File: config.mk
export PLATFORM = sky130hd
export DESIGN_NAME = ctr_drbg_update_param_flat
export DESIGN_NICKNAME = d
export VERILOG_FILES = /design/src/rtl/ctr_drbg_pkg.sv /design/src/rtl/ctr_drbg_update_param_if.sv /design/src/rtl/ctr_drbg_ctr_inc.sv /design/src/rtl/ctr_drbg_update_param_chk.sv /design/src/rtl/ctr_drbg_update_param.sv /design/src/flat_wrapper.sv
export SDC_FILE = /design/constraint.sdc
export NUM_CORES = 2
export LEC_CHECK = 0
export BUFFER_PORTS_ARGS = -buffer_cell sky130_fd_sc_hd__buf_4
export CAP_MARGIN = 20
export CORE_AREA = 2 2 500 502
export CTS_CLUSTER_SIZE = 28
export DETAILED_ROUTE_END_ITERATION = 16
export DIE_AREA = 0 0 502 504
export PLACE_DENSITY = 0.37
export SETUP_SLACK_MARGIN = 0.02
export SLEW_MARGIN = 20
export SYNTH_ARGS = -nofsm -noshare
export SYNTH_HDL_FRONTEND = slang
export SYNTH_SLANG_ARGS = --single-unit
File: constraint.sdc
create_clock -name clk -period 3 [get_ports clk]
set_input_delay 0.6 -clock clk [delete_from_list [all_inputs] [get_ports clk]]
set_output_delay 0.6 -clock clk [all_outputs]
set_load 0.02 [all_outputs]
File: src/rtl/ctr_drbg_pkg.sv
// Shared types and helpers for the CTR_DRBG update datapath.
// Used by the update engine and its block-cipher interface.
package ctr_drbg_pkg;

  localparam int BLK_LEN     = 128;
  localparam int KEY_LEN_128 = 128;
  localparam int KEY_LEN_192 = 192;
  localparam int KEY_LEN_256 = 256;

  typedef enum logic [2:0] {
    IDLE = 3'd0,
    INC  = 3'd1,
    REQ  = 3'd2,
    WAIT = 3'd3,
    FIN  = 3'd4
  } upd_state_t;

  function automatic int nblocks(input int key_len);
    return (key_len + BLK_LEN + BLK_LEN - 1) / BLK_LEN;
  endfunction

  function automatic bit key_len_legal(input int key_len);
    return (key_len == KEY_LEN_128) || (key_len == KEY_LEN_192) || (key_len == KEY_LEN_256);
  endfunction

endpackage

File: src/rtl/ctr_drbg_update_param_if.sv
// Request/response link between the update engine and the shared AES core.
interface ctr_drbg_update_param_if #(
  parameter int KEY_LEN = 256
);

  logic               aes_req;
  logic               aes_ack;
  logic [KEY_LEN-1:0] aes_key;
  logic [127:0]       aes_pt;
  logic               aes_vld;
  logic [127:0]       aes_ct;

  modport master (output aes_req, aes_key, aes_pt, input aes_ack, aes_vld, aes_ct);
  modport slave  (input aes_req, aes_key, aes_pt, output aes_ack, aes_vld, aes_ct);

endinterface

File: src/rtl/ctr_drbg_ctr_inc.sv
// Increment of the low CTR_LEN bits of V; the upper bits pass through untouched.
module ctr_drbg_ctr_inc #(
  parameter int CTR_LEN = 128
) (
  input  logic [127:0] v_in,
  output logic [127:0] v_out
);

  if (CTR_LEN >= 128) begin : g_full
    assign v_out = v_in + 128'd1;
  end else begin : g_masked
    logic [CTR_LEN-1:0] ctr_s;
    assign ctr_s = v_in[CTR_LEN-1:0] + CTR_LEN'(1);
    assign v_out = {v_in[127:CTR_LEN], ctr_s};
  end

endmodule

File: src/rtl/ctr_drbg_update_param_chk.sv
// Protocol monitor for the AES link of the update engine.
module ctr_drbg_update_param_chk (
  input logic clk,
  input logic rst,
  input logic in_req,
  input logic aes_ack,
  input logic aes_vld
);

  // a result may only arrive once the request has been accepted
  a_vld_after_ack: assert property (@(posedge clk) disable iff (!rst) !(in_req && aes_vld && !aes_ack))
    else $error("ctr_drbg_update_param: aes_vld while requesting without aes_ack");

endmodule

File: src/rtl/ctr_drbg_update_param.sv
// CTR_DRBG Update (no derivation function): N AES calls on incremented V,
// keystream XOR provided_data, then Key/V committed together with done.
module ctr_drbg_update_param
  import ctr_drbg_pkg::*;
#(
  parameter int  KEY_LEN = 256,
  parameter int  CTR_LEN = 128,
  localparam int SEEDLEN = KEY_LEN + 128
) (
  input  logic                   clk,
  input  logic                   rst,
  input  logic                   start,
  input  logic                   clear,
  input  logic [SEEDLEN-1:0]     provided_data,
  ctr_drbg_update_param_if.master aes,
  output logic [KEY_LEN-1:0]     key,
  output logic [127:0]           v,
  output logic                   busy,
  output logic                   done
);

  localparam int         NBLK     = nblocks(KEY_LEN);
  localparam int         TEMP_LEN = NBLK * BLK_LEN;
  localparam logic [1:0] LAST_BLK = 2'(NBLK - 1);

  if (!key_len_legal(KEY_LEN)) begin : g_bad_key_len
    $error("ctr_drbg_update_param: KEY_LEN %0d must be 128, 192 or 256", KEY_LEN);
  end
  if (CTR_LEN < 32 || CTR_LEN > 128) begin : g_bad_ctr_len
    $error("ctr_drbg_update_param: CTR_LEN %0d must be within 32..128", CTR_LEN);
  end

  upd_state_t          state_r, state_s;
  logic [KEY_LEN-1:0]  key_r;
  logic [127:0]        v_r, v_inc_s;
  logic [SEEDLEN-1:0]  pd_r, t_s;
  logic [TEMP_LEN-1:0] temp_r;
  logic [1:0]          blk_r;
  logic                busy_r, done_r, aes_req_r;
  logic                last_s, take_s;

  ctr_drbg_ctr_inc #(.CTR_LEN(CTR_LEN)) u_inc (.v_in(v_r), .v_out(v_inc_s));

  ctr_drbg_update_param_chk u_chk (
    .clk     (clk),
    .rst     (rst),
    .in_req  (state_r == REQ),
    .aes_ack (aes.aes_ack),
    .aes_vld (aes.aes_vld)
  );

  assign last_s = (blk_r == LAST_BLK);
  // for KEY_LEN=192 the low 64 keystream bits are dropped
  assign t_s    = temp_r[TEMP_LEN-1 -: SEEDLEN] ^ pd_r;

  // next state; a result arriving in the ack cycle completes the block at once
  always_comb begin
    state_s = state_r;
    take_s  = 1'b0;
    case (state_r)
      IDLE: if (start) state_s = INC; else state_s = IDLE;
      INC:  state_s = REQ;
      REQ: begin
        if (aes.aes_ack) begin
          take_s = aes.aes_vld;
          if (aes.aes_vld) state_s = last_s ? FIN : INC;
          else             state_s = WAIT;
        end else begin
          state_s = REQ;
        end
      end
      WAIT: begin
        if (aes.aes_vld) begin
          take_s  = 1'b1;
          state_s = last_s ? FIN : INC;
        end else begin
          state_s = WAIT;
        end
      end
      FIN:     state_s = IDLE;
      default: state_s = IDLE;
    endcase
  end

  // state, working registers and committed Key/V
  always_ff @(posedge clk) begin
    if (!rst) begin
      state_r   <= IDLE;
      key_r     <= '0;
      v_r       <= '0;
      pd_r      <= '0;
      temp_r    <= '0;
      blk_r     <= 2'd0;
      busy_r    <= 1'b0;
      done_r    <= 1'b0;
      aes_req_r <= 1'b0;
    end else begin
      state_r <= state_s;
      done_r  <= 1'b0;
      case (state_r)
        IDLE: begin
          if (start) begin
            pd_r   <= provided_data;
            blk_r  <= 2'd0;
            busy_r <= 1'b1;
            if (clear) begin
              key_r <= '0;
              v_r   <= '0;
            end
          end
        end
        INC: begin
          v_r       <= v_inc_s;
          aes_req_r <= 1'b1;
        end
        REQ: if (aes.aes_ack) aes_req_r <= 1'b0;
        FIN: begin
          key_r  <= t_s[SEEDLEN-1:BLK_LEN];
          v_r    <= t_s[BLK_LEN-1:0];
          done_r <= 1'b1;
          busy_r <= 1'b0;
        end
        default: ;
      endcase
      if (take_s) begin
        for (int i = 0; i < NBLK; i++) begin
          if (blk_r == 2'(i)) temp_r[TEMP_LEN-1-i*BLK_LEN -: BLK_LEN] <= aes.aes_ct;
        end
        if (!last_s) blk_r <= blk_r + 2'd1;
      end
    end
  end

  assign key         = key_r;
  assign v           = v_r;
  assign busy        = busy_r;
  assign done        = done_r;
  assign aes.aes_req = aes_req_r;
  assign aes.aes_key = key_r;
  assign aes.aes_pt  = v_r;

endmodule

File: src/flat_wrapper.sv
// flat-port wrapper written by rule: the top's interface ports become plain ports
module ctr_drbg_update_param_flat import ctr_drbg_pkg::*;
#(
  parameter int  KEY_LEN = 256,
  parameter int  CTR_LEN = 128,
  localparam int SEEDLEN = KEY_LEN + 128
)
  (clk, rst, start, clear, provided_data, key, v, busy, done, aes_aes_req, aes_aes_key, aes_aes_pt, aes_aes_ack, aes_aes_vld, aes_aes_ct);
  ctr_drbg_update_param_if #(.KEY_LEN(KEY_LEN)) aes_i ();
  input  logic clk;
  input  logic rst;
  input  logic start;
  input  logic clear;
  input  logic [SEEDLEN-1:0] provided_data;
  output logic [KEY_LEN-1:0] key;
  output logic [127:0] v;
  output logic busy;
  output logic done;
  output wire logic [$bits(aes_i.aes_req)-1:0] aes_aes_req;
  output wire logic [$bits(aes_i.aes_key)-1:0] aes_aes_key;
  output wire logic [$bits(aes_i.aes_pt)-1:0] aes_aes_pt;
  input wire logic [$bits(aes_i.aes_ack)-1:0] aes_aes_ack;
  input wire logic [$bits(aes_i.aes_vld)-1:0] aes_aes_vld;
  input wire logic [$bits(aes_i.aes_ct)-1:0] aes_aes_ct;
  assign aes_aes_req = aes_i.aes_req;
  assign aes_aes_key = aes_i.aes_key;
  assign aes_aes_pt = aes_i.aes_pt;
  assign aes_i.aes_ack = aes_aes_ack;
  assign aes_i.aes_vld = aes_aes_vld;
  assign aes_i.aes_ct = aes_aes_ct;
  ctr_drbg_update_param #(.KEY_LEN(KEY_LEN), .CTR_LEN(CTR_LEN)) u_core (.clk(clk), .rst(rst), .start(start), .clear(clear), .provided_data(provided_data), .aes(aes_i), .key(key), .v(v), .busy(busy), .done(done));
endmodule
==> results.yml <==
run_status:
  run_status: "complete, no violations"
logic_synthesis:
  syn-num-nets: 6632
  synth_edf_count: 0
  ys_seq_area_share_pct: 47.85
  netlist_instances: 6113
  synthFlopType: "dfxtp_1"
  synth.yosys.warnings: 0
  ys_async_sr_fraction_pct: 0
  synth.distinct_cells: 71
  syn_avg_cell_area_um2: 7.939
  ys_ff_latch: 1160
  synth_area_um2: 48530
clocking:
  clockBufferDepth: 3
  htreeDepth: 4
  clockRootBuffer: "clkbuf_16"
  cts_tree: "built"
  clock_latency_ns: 0.83
  path_clk_slew_ns: 0.06
  cts_num_sinks: 1160
  cts_buffers: 153
grt:
  grt_max_degree: 173
  antenna_found_initial: 48
  overflow: 0
  grt_use_total_pct: 20.80
  grt_pass1_vias: 47000
  grt_pass1_wl_um: 375100
pwr:
  comb_power_share_pct: 9.8
  p_switching_mw: 10.46
  p_total_mw: 38.92
  cellPowerDensity_nw_per_um2: 552.2
  swShare_pct: 26.87
  leakagePower_nw: 26.85
  peakVddDrop_mv: 0.4693
  p_clk_share_pct: 48.6
  p_seq_share_pct: 41.6
  intPower_mw: 28.46
place:
  dpl_worst_slack_ns: -0.03769
  gp_congestion: 0.8711
  place_hpwl_um: 204300
  io_buffers: 1288
sta:
  clock_skew_ns: 0.04803
  min_period_ns: 2.927
  fin_ws_ns: 0.07327
  finalSetupTns_ns: 0
  tightest_slew_ns: 1.103
  period_share_pct: 97.56
  hold_viol: 0
  clock.fmax_mhz: 341.7
  setup_violations: 0
  timing_max_transition_violations_final: 0
  rsz0062_at_grt: "yes"
  slew_headroom_pct: 26.46
route:
  ant_nets: 0
  routedWlPerCell_um: 24.99
  wl_met2_um: 128300
  highest_layer: "met5"
  via_per_inst: 4.335
  num_vias: 47510
  remaining_drc_errors: 0
  dr.pass1.iters: 5
  dr_wl_met3_um: 18140
  met1_length_um: 120400
  drt-initial-drc-count: 2984
  drt-total-wl_um: 273900
critical_path:
  crit_top_cell: "or4_4"
  ff2ff_setup_slack_ns: 0.07
  crit_path_start_kind: "flop"
  crit_slowest_cell: "or4_4"
  cp.arrival_ns: 3.60
  max_stage_delay_ns: 0.57
  worstPathMaxFanout: 4
  worstSetupPathType: "flop to flop"
  path_cells: "ha_4, nand3_4, or4_4, or4_4, buf_8, or4_4, nand3_2, or3b_1"
  endpoint_kind: "flop"
  cp.required_ns: 3.67
min_path:
  hold_path.class: "input port to flop"
floorplan:
  ios: 1289
  dieHeight_um: 504
  num_rows: 183
  dieArea_um2: 253000
  fp.coreArea_um2: 247500
  start_util_pct: 19.61
  dieWidth_um: 502
finish:
  layout_commonest_cell: "nand2_1"
  layout-drive-gt1-share_pct: 24.25
  final_cell_mix: "nand2_1 (1917), buf_4 (1497), dfxtp_1 (1154), a21oi_1 (831), dlygate4sd3_1 (433)"
  area_delta_synth_final_pct: 45.22
  layout.nets: 7998
run:
  max-cap-violations: 0
-- layer usage --
| layer | GRT usage (%) | vias up |
|---|---|---|
| met4 | 5.379 | 32 |
| li1 | - | 22710 |
| met2 | 34.32 | 1331 |
| met3 | 5.436 | 279 |
| met1 | 26.70 | 23160 |
| met5 | 0 | - |
-- registers in the layout, summed over array words and instances (netlist names), named ones only --
name	count
u_core.aes.aes_key	256
u_core.aes.aes_pt	128
u_core.aes.aes_req	1
u_core.blk_r	1
u_core.busy	1
u_core.done	1
u_core.pd_r	384
u_core.state_r	3
u_core.temp_r	384
-- synthesized netlist by cell type, types with 6 or more instances --
| library cell | count | area share, % |
|---|---|---|
| dfxtp_1 | 1160 | 48 |
| nand4_1 | 59 | 0.76 |
| clkbuf_1 | 370 | 2.9 |
| o32ai_1 | 8 | 0.14 |
| or4_1 | 23 | 0.36 |
| nand3_1 | 76 | 0.78 |
| o22ai_1 | 23 | 0.30 |
| buf_4 | 384 | 5.9 |
| or3_1 | 21 | 0.27 |
| and3_1 | 17 | 0.22 |
| nor3_1 | 48 | 0.49 |
| a21oi_1 | 832 | 8.6 |
| mux2i_1 | 13 | 0.27 |
| nor3b_1 | 6 | 0.093 |
| xor2_1 | 93 | 1.7 |
| buf_1 | 17 | 0.13 |
| o211ai_1 | 12 | 0.19 |
| a22oi_1 | 50 | 0.77 |
| o21ai_0 | 323 | 3.3 |
| inv_1 | 13 | 0.10 |
| a21o_1 | 10 | 0.15 |
| and4_1 | 7 | 0.13 |
| nand3b_1 | 8 | 0.12 |
| nor4_1 | 66 | 0.85 |
| a31oi_1 | 16 | 0.21 |
| nand2_1 | 1921 | 15 |
| nor2_1 | 102 | 0.79 |
| o31a_1 | 8 | 0.14 |
| or2_2 | 8 | 0.10 |
| xnor2_1 | 322 | 5.8 |
| a221o_1 | 11 | 0.23 |
-- timing repair --
item | 4_1_cts | 5_1_grt
resized for setup | 6 | 20
endpoints found under the setup margin | 5 | 14
hold endpoints to repair | 560 | 0
pin swaps | 0 | 6
cloned | 0 | 1
hold buffers | 433 | 0
buffers inserted | 0 | 5
-- power by group through the flow --
stage | Sequential (mW) | Clock (mW) | Combinational (mW)
floorplan | 16.4 | 0 | 1.56
global placement | 16.5 | 0 | 3.35
detailed placement | 16.5 | 0 | 3.36
CTS | 16.2 | 19.6 | 3.91
global route | 16.2 | 20.1 | 4.13
finish | 16.2 | 18.9 | 3.80
-- critical path, delay by kind of cell, from the launching register on --
family / cells / cell delay (ns)
adder cells (fa/ha/maj): 1 / 0.16
buffers and inverters: 1 / 0.16
AND/OR/NAND/NOR: 6 / 2.12
flip-flops: 1 / 0.35
-- kinds of logic after synthesis --
| family | after synthesis | synth area share, % |
|---|---|---|
| simple gates | 2391 | 20.33 |
| compound gates | 1346 | 14.97 |
| flops | 1160 | 47.85 |
| mux | 14 | 0.2913 |
| fa+ha+maj | 1 | 0.02578 |
| xor+xnor | 415 | 7.489 |
| buf+inv | 786 | 9.052 |
-- worst paths after layout --
path | from | cells after the start | endpoint
worst max-delay path | u_core.aes.aes_pt[0] | 8 | u_core.aes.aes_pt[66]
worst max register to register | u_core.aes.aes_pt[0] | 8 | u_core.aes.aes_pt[66]
worst min-delay path | provided_data[18] | 3 | u_core.pd_r[18]
worst min register to register | u_core.temp_r[97] | 2 | u_core.temp_r[97]
-- stage by stage --
step | util (%) | hold WS (ns) | instance area [um2] | cells
4_1_cts | 28.38 | 0.0003926 | 70240 | 10920
3_5_place_dp | 24.53 | 0.4588 | 60710 | 10220
2_1_floorplan | - | 0.4478 | 48540 | 6113
3_3_place_gp | 24.53 | 0.4532 | 60710 | 10220
5_1_grt | 28.46 | 0.01462 | 70450 | 10950
6_report | 28.47 | 0.07502 | 70480 | 10960
-- cell type report --
type / count / area (um2)
antenna: 30 / 75.07
clock buffer: 224 / 4375
clock inverter: 52 / 800.8
fill: 26900 / 177000
inverter: 14 / 60.06
multi-input combinational: 4167 / 21150
sequential: 1160 / 23230
tap: 3330 / 4167
timing repair buffer: 1983 / 16620
Power figures use the tool's default switching activity.
